File: src/rtl/map_ram_arbiter.sv
// Tile-map RAM arbiter. A single-port RAM is shared by three agents: the VGA
// renderer, a clear sequencer and the game logic.
// Priority is renderer > clear > game. The arbitration result is registered
// onto mem_*. Read data comes back one cycle later and is tagged to its requester.
module map_ram_arbiter #(
  parameter int unsigned MAP_W          = 40,
  parameter int unsigned MAP_H          = 30,
  parameter int unsigned ADDR_W         = 11,
  parameter int unsigned DATA_W         = 8,
  parameter int unsigned CLEAR_TILE     = 0,
  parameter bit          VBLANK_WR_ONLY = 1'b1,
  parameter int unsigned STARVE_LIMIT   = 1023
) (
  input  logic              clk,
  input  logic              rstn,
  // renderer
  input  logic              r_req,
  input  logic [ADDR_W-1:0] r_addr,
  output logic [DATA_W-1:0] r_data,
  output logic              r_valid,
  // game logic
  input  logic              g_valid,
  input  logic              g_we,
  input  logic [ADDR_W-1:0] g_addr,
  input  logic [DATA_W-1:0] g_wdata,
  output logic              g_ready,
  output logic [DATA_W-1:0] g_rdata,
  output logic              g_rvalid,
  // control / status
  input  logic              vblank,
  input  logic              clear_start,
  output logic              clear_busy,
  output logic              clear_done,
  output logic              starve,
  // RAM port
  output logic              mem_en,
  output logic              mem_we,
  output logic [ADDR_W-1:0] mem_addr,
  output logic [DATA_W-1:0] mem_wdata,
  input  logic [DATA_W-1:0] mem_rdata
);

  localparam int unsigned       MapCells  = MAP_W * MAP_H;
  localparam int unsigned       StarveW   = $clog2(STARVE_LIMIT + 1);
  localparam logic [ADDR_W-1:0] LastAddr  = ADDR_W'(MapCells - 1);
  localparam logic [ADDR_W:0]   CellsExt  = (ADDR_W + 1)'(MapCells);
  localparam logic [DATA_W-1:0] ClearTile = DATA_W'(CLEAR_TILE);
  localparam logic [StarveW-1:0] StarveMax = StarveW'(STARVE_LIMIT);

  typedef enum logic [0:0] {StIdle, StClear} state_e;

  state_e              state_q, state_d;
  logic [ADDR_W-1:0]   clr_cnt_q, clr_cnt_d;
  logic                clear_done_q, clear_done_d;
  logic                mem_en_q, mem_en_d;
  logic                mem_we_q, mem_we_d;
  logic [ADDR_W-1:0]   mem_addr_q, mem_addr_d;
  logic [DATA_W-1:0]   mem_wdata_q, mem_wdata_d;
  // Read tags travel alongside the command on mem_*, then become the valid strobes.
  logic                rd_r_q, rd_r_d;
  logic                rd_g_q, rd_g_d;
  logic                r_valid_q, g_rvalid_q;
  logic [StarveW-1:0]  starve_cnt_q, starve_cnt_d;
  logic                starve_q, starve_d;
  logic                g_fire;

  // Game grant is purely combinational and independent of g_valid.
  always_comb begin
    g_ready = !r_req && (state_q == StIdle) && !clear_start &&
              (!g_we || !VBLANK_WR_ONLY || vblank);
    g_fire  = g_valid && g_ready;
  end

  // Arbitration, clear FSM next-state and the next RAM command.
  always_comb begin
    state_d      = state_q;
    clr_cnt_d    = clr_cnt_q;
    clear_done_d = 1'b0;
    mem_en_d     = 1'b0;
    mem_we_d     = 1'b0;
    mem_addr_d   = mem_addr_q;
    mem_wdata_d  = mem_wdata_q;
    rd_r_d       = 1'b0;
    rd_g_d       = 1'b0;

    unique case (state_q)
      StIdle: begin
        if (clear_start) begin
          state_d   = StClear;
          clr_cnt_d = '0;
        end
      end
      StClear: begin
        // The renderer pre-empts the sequencer; the counter only moves on a write.
        if (!r_req) begin
          if (clr_cnt_q == LastAddr) begin
            state_d      = StIdle;
            clr_cnt_d    = '0;
            clear_done_d = 1'b1;
          end else begin
            clr_cnt_d = clr_cnt_q + 1'b1;
          end
        end
      end
      default: state_d = StIdle;
    endcase

    if (r_req) begin
      mem_en_d   = 1'b1;
      mem_addr_d = r_addr;
      rd_r_d     = 1'b1;
    end else if (state_q == StClear) begin
      mem_en_d    = 1'b1;
      mem_we_d    = 1'b1;
      mem_addr_d  = clr_cnt_q;
      mem_wdata_d = ClearTile;
    end else if (g_fire) begin
      if (!g_we) begin
        mem_en_d   = 1'b1;
        mem_addr_d = g_addr;
        rd_g_d     = 1'b1;
      end else if ({1'b0, g_addr} < CellsExt) begin
        mem_en_d    = 1'b1;
        mem_we_d    = 1'b1;
        mem_addr_d  = g_addr;
        mem_wdata_d = g_wdata;
      end
      // Out-of-range writes complete the handshake but never reach the RAM.
    end
  end

  // Starvation watchdog: counts consecutive stalled game cycles; the flag is sticky.
  always_comb begin
    starve_cnt_d = '0;
    if (g_valid && !g_ready) begin
      starve_cnt_d = (starve_cnt_q == StarveMax) ? starve_cnt_q : starve_cnt_q + 1'b1;
    end
    starve_d = starve_q || (starve_cnt_d == StarveMax);
  end

  // State and output registers.
  always_ff @(posedge clk or negedge rstn) begin
    if (!rstn) begin
      state_q      <= StIdle;
      clr_cnt_q    <= '0;
      clear_done_q <= 1'b0;
      mem_en_q     <= 1'b0;
      mem_we_q     <= 1'b0;
      mem_addr_q   <= '0;
      mem_wdata_q  <= '0;
      rd_r_q       <= 1'b0;
      rd_g_q       <= 1'b0;
      r_valid_q    <= 1'b0;
      g_rvalid_q   <= 1'b0;
      starve_cnt_q <= '0;
      starve_q     <= 1'b0;
    end else begin
      state_q      <= state_d;
      clr_cnt_q    <= clr_cnt_d;
      clear_done_q <= clear_done_d;
      mem_en_q     <= mem_en_d;
      mem_we_q     <= mem_we_d;
      mem_addr_q   <= mem_addr_d;
      mem_wdata_q  <= mem_wdata_d;
      rd_r_q       <= rd_r_d;
      rd_g_q       <= rd_g_d;
      r_valid_q    <= rd_r_q;
      g_rvalid_q   <= rd_g_q;
      starve_cnt_q <= starve_cnt_d;
      starve_q     <= starve_d;
    end
  end

  // Output mapping.
  always_comb begin
    mem_en     = mem_en_q;
    mem_we     = mem_we_q;
    mem_addr   = mem_addr_q;
    mem_wdata  = mem_wdata_q;
    r_data     = mem_rdata;
    g_rdata    = mem_rdata;
    r_valid    = r_valid_q;
    g_rvalid   = g_rvalid_q;
    clear_busy = (state_q == StClear);
    clear_done = clear_done_q;
    starve     = starve_q;
  end

endmodule

File: config.mk
export PLATFORM = sky130hd
export DESIGN_NAME = map_ram_arbiter
export DESIGN_NICKNAME = d
export VERILOG_FILES = /design/src/rtl/map_ram_arbiter.sv
export SDC_FILE = /design/constraint.sdc
export NUM_CORES = 1
export LEC_CHECK = 0
export BUFFER_PORTS_ARGS = -buffer_cell sky130_fd_sc_hd__buf_2
export CORE_MARGIN = 8
export CORE_UTILIZATION = 51
export CTS_CLUSTER_DIAMETER = 40
export DETAILED_ROUTE_END_ITERATION = 8
export MAX_ROUTING_LAYER = met4
export PLACE_DENSITY = 0.8
export SLEW_MARGIN = 20
export SYNTH_ARGS = -nofsm -noshare
export SYNTH_HDL_FRONTEND = slang
export SYNTH_SLANG_ARGS = --single-unit
File: constraint.sdc
create_clock -name clk -period 2.1 [get_ports clk]
set_input_delay 0.315 -clock clk [delete_from_list [all_inputs] [get_ports clk]]
set_output_delay 0.315 -clock clk [all_outputs]
set_load 0.05 [all_outputs]
==> qor.txt <==
Boundary Pins = 88
fraction of registers with async set/reset = 100%
final cycle utilization of the critical path = 92.6%
routed wire length = 6370 um
Crit. End Element = flip-flop
worst hold path class = input pin to async pin
Post-CTS Resized = 0
Synth Register Bits = 49
Post-Syn Instances = 278
Distinct cells, synth = 45
buffer count from post-CTS setup fixing = 0
number of warnings issued by yosys = 0
die area = 7990 um2
average cell area after synthesis = 9.88 um2
max_cap viols = 0
f_max = 514 MHz
Worst-Margin Slew = 0.624 ns
Worst-path clk slew = 0.09 ns
CTS Hold Bufs = 0
first-pass GRT wire length = 10400 um
fin crit period = 1.95 ns
Buffers on Ports = 63
HPWL after DPL = 4680 um
initial DRC count = 144
H-tree depth = 2
RD Place Congestion = 0.946
post-synth net total = 325
total track usage = 17.1%
Crit Path Category = flip-flop to flip-flop
Sum Neg Setup Slack = 0 ns
Final nets = 372
Slew headroom = 58.4%
Longest Clk Path Bufs = 2
num rows = 26
Post-synth EDFFs = 0
mapped cell area = 2750 um2
first-pass iteration count of the detailed router = 4
Initial Util = 53.5%
GR Overflow Total = 0
ant diodes = 0
Chip Width = 89.4 um
Worst Skew = 0.0129 ns
initial antenna violation count = 0
DRC errors left = 0
Core Region = 5140 um2
clk sinks = 49
crit start category = flip-flop
worst endpoint required time = 2.31 ns
Final Util = 61.0%
critical path peak fanout = 6
endpoints failing hold = 0
overall die height = 89.4 um
status = finished clean
CTS buffer count = 5
Routed Antenna Nets = 0
LEAKAGE = 1.52 nW
area grow syn2layout = 14.0%
fill count = 478
Arr. time, crit path = 2.15 ns
Vias/cell = 5.53
power density cells = 708 nW/um2
largest net degree at the start of global routing = 50
clk_lat worst skew = 0.30 ns
TritonCTS clock tree = done
RSZ-0062 raised after global routing = false
hold_ws = 0.105 ns
Top FF cell, synth = dfrtp_1
vias in the first global route = 2204
wire length per cell = 16.1 um
maximum vdd ir drop = 0.000432 V
DR vias = 2191
Final Slew Violations = 0
Seq/Total Area, Yosys = 44.6%
layout cells sized above 1 = 29.8%
endpoints failing setup = 0
root buf cell = clkbuf_8
==> cell families (layout without fill, tap and decap cells) <==
group                    count (synthesis)  after routing  synth area share, %
AO/OA/AOI/OAI                           51             51                 12.5
XOR/XNOR                                 4              4                 1.27
adder cells (fa/ha/maj)                  2              2                0.911
buffers and inverters                   36             84                 7.88
flip-flops                              49             49                 44.6
multiplexers                            37             37                 14.0
AND/OR/NAND/NOR                         99             99                 18.8
==> where the power goes <==
part	switching (mW)	total (mW)	internal, mW
Sequential	0.0965	1.11	1.02
Combinational	0.256	0.404	0.148
Clock	0.313	0.700	0.387
==> cells in the mapped netlist (all sizes together) (2+ instances only) <==
| library cell | n | share of area [%] |
|---|---|---|
| buf | 24 | 6.2 |
| nand4 | 6 | 1.4 |
| inv | 5 | 0.68 |
| ha | 2 | 0.91 |
| a21bo | 2 | 0.73 |
| mux2i | 25 | 9.1 |
| and3 | 8 | 1.8 |
| o31ai | 2 | 0.55 |
| nor2b | 4 | 0.91 |
| a311oi | 2 | 0.64 |
| nor2 | 16 | 2.2 |
| a31oi | 8 | 1.8 |
| mux2 | 12 | 4.9 |
| a41oi | 3 | 0.96 |
| a21oi | 10 | 2.2 |
| clkbuf | 7 | 0.96 |
| nand2b | 13 | 3.0 |
| nand2 | 27 | 3.7 |
| nor3 | 6 | 1.3 |
| nand3 | 9 | 1.6 |
| nor4 | 2 | 0.46 |
| xnor2 | 4 | 1.3 |
| dfrtp | 49 | 45 |
| o21ai | 16 | 2.9 |
==> routing by layer <==
metal	wire length (um)	GRT usage, %	vias up
met2	3010	27.2	58
li1	-	-	1077
met1	2930	21.6	1052
met3	396	4.32	4
met5	0	-	-
met4	30	3.17	0
==> worst paths after layout <==
path,startpoint,endpoint,slack [ns],depth (start not counted)
max,starve_cnt_q[0],starve,0.15,5
min,rstn,starve_cnt_q[4],0.10,2
max reg2reg,starve_cnt_q[0],starve,0.15,5
min reg2reg,rd_r_q,r_valid,0.36,0
max in group asynchronous,rstn,starve_cnt_q[8],1.57,2
min in group clk,g_we,rd_g_q,0.20,2
==> layout make-up <==
class,count,area (um2),share of cell area (%)
well taps,70,87.6,2.80
inverters,5,18.8,0.599
multi-input cells,193,1310,41.7
flip-flops and latches,49,1230,39.1
clock buffers,6,82.6,2.64
repair buffers,71,375,12.0
clock inverters,2,37.5,1.20
==> layout by cell type (no fill, tap or decap), types with 4 or more instances in the layout <==
cell type,netlist,routed
mux2i_1,25,25
o21ai_0,16,16
clkbuf_8,0,6
nor3_1,5,5
nor2b_1,4,4
inv_1,5,5
buf_4,18,8
nand4_1,6,6
xnor2_1,4,4
buf_2,5,63
a21oi_1,9,9
nor2_1,16,16
mux2_2,12,12
and3_1,8,8
nand2_1,27,27
nand2b_1,13,13
nand3_1,9,9
dfrtp_1,49,49
a31oi_1,8,8
==> per-stage QoR <==
stage / power [mW] / instance area (um2) / setup WS, ns / cells
after floorplan: 1.46 / 2750 / 0.0520 / 278
after global placement: 1.52 / 3010 / 0.259 / 388
after detailed placement: 1.53 / 3010 / 0.168 / 388
after CTS: 2.24 / 3130 / 0.151 / 396
after global routing: 2.32 / 3130 / 0.0699 / 396
final: 2.22 / 3130 / 0.155 / 396
==> registers in the layout, indices dropped and copies added, names as in the netlist, 8 cells and up <==
register      count
clr_cnt_q        11
mem_addr         11
starve_cnt_q     10
mem_wdata         8
==> critical path: stages, from the launching register on <==
cell,delay [ns]
dfrtp_1,0.46
ha_1,0.29
and3_1,0.23
and3_1,0.17
or4_1,0.45
o31ai_1,0.25
Power figures use the tool's default switching activity.
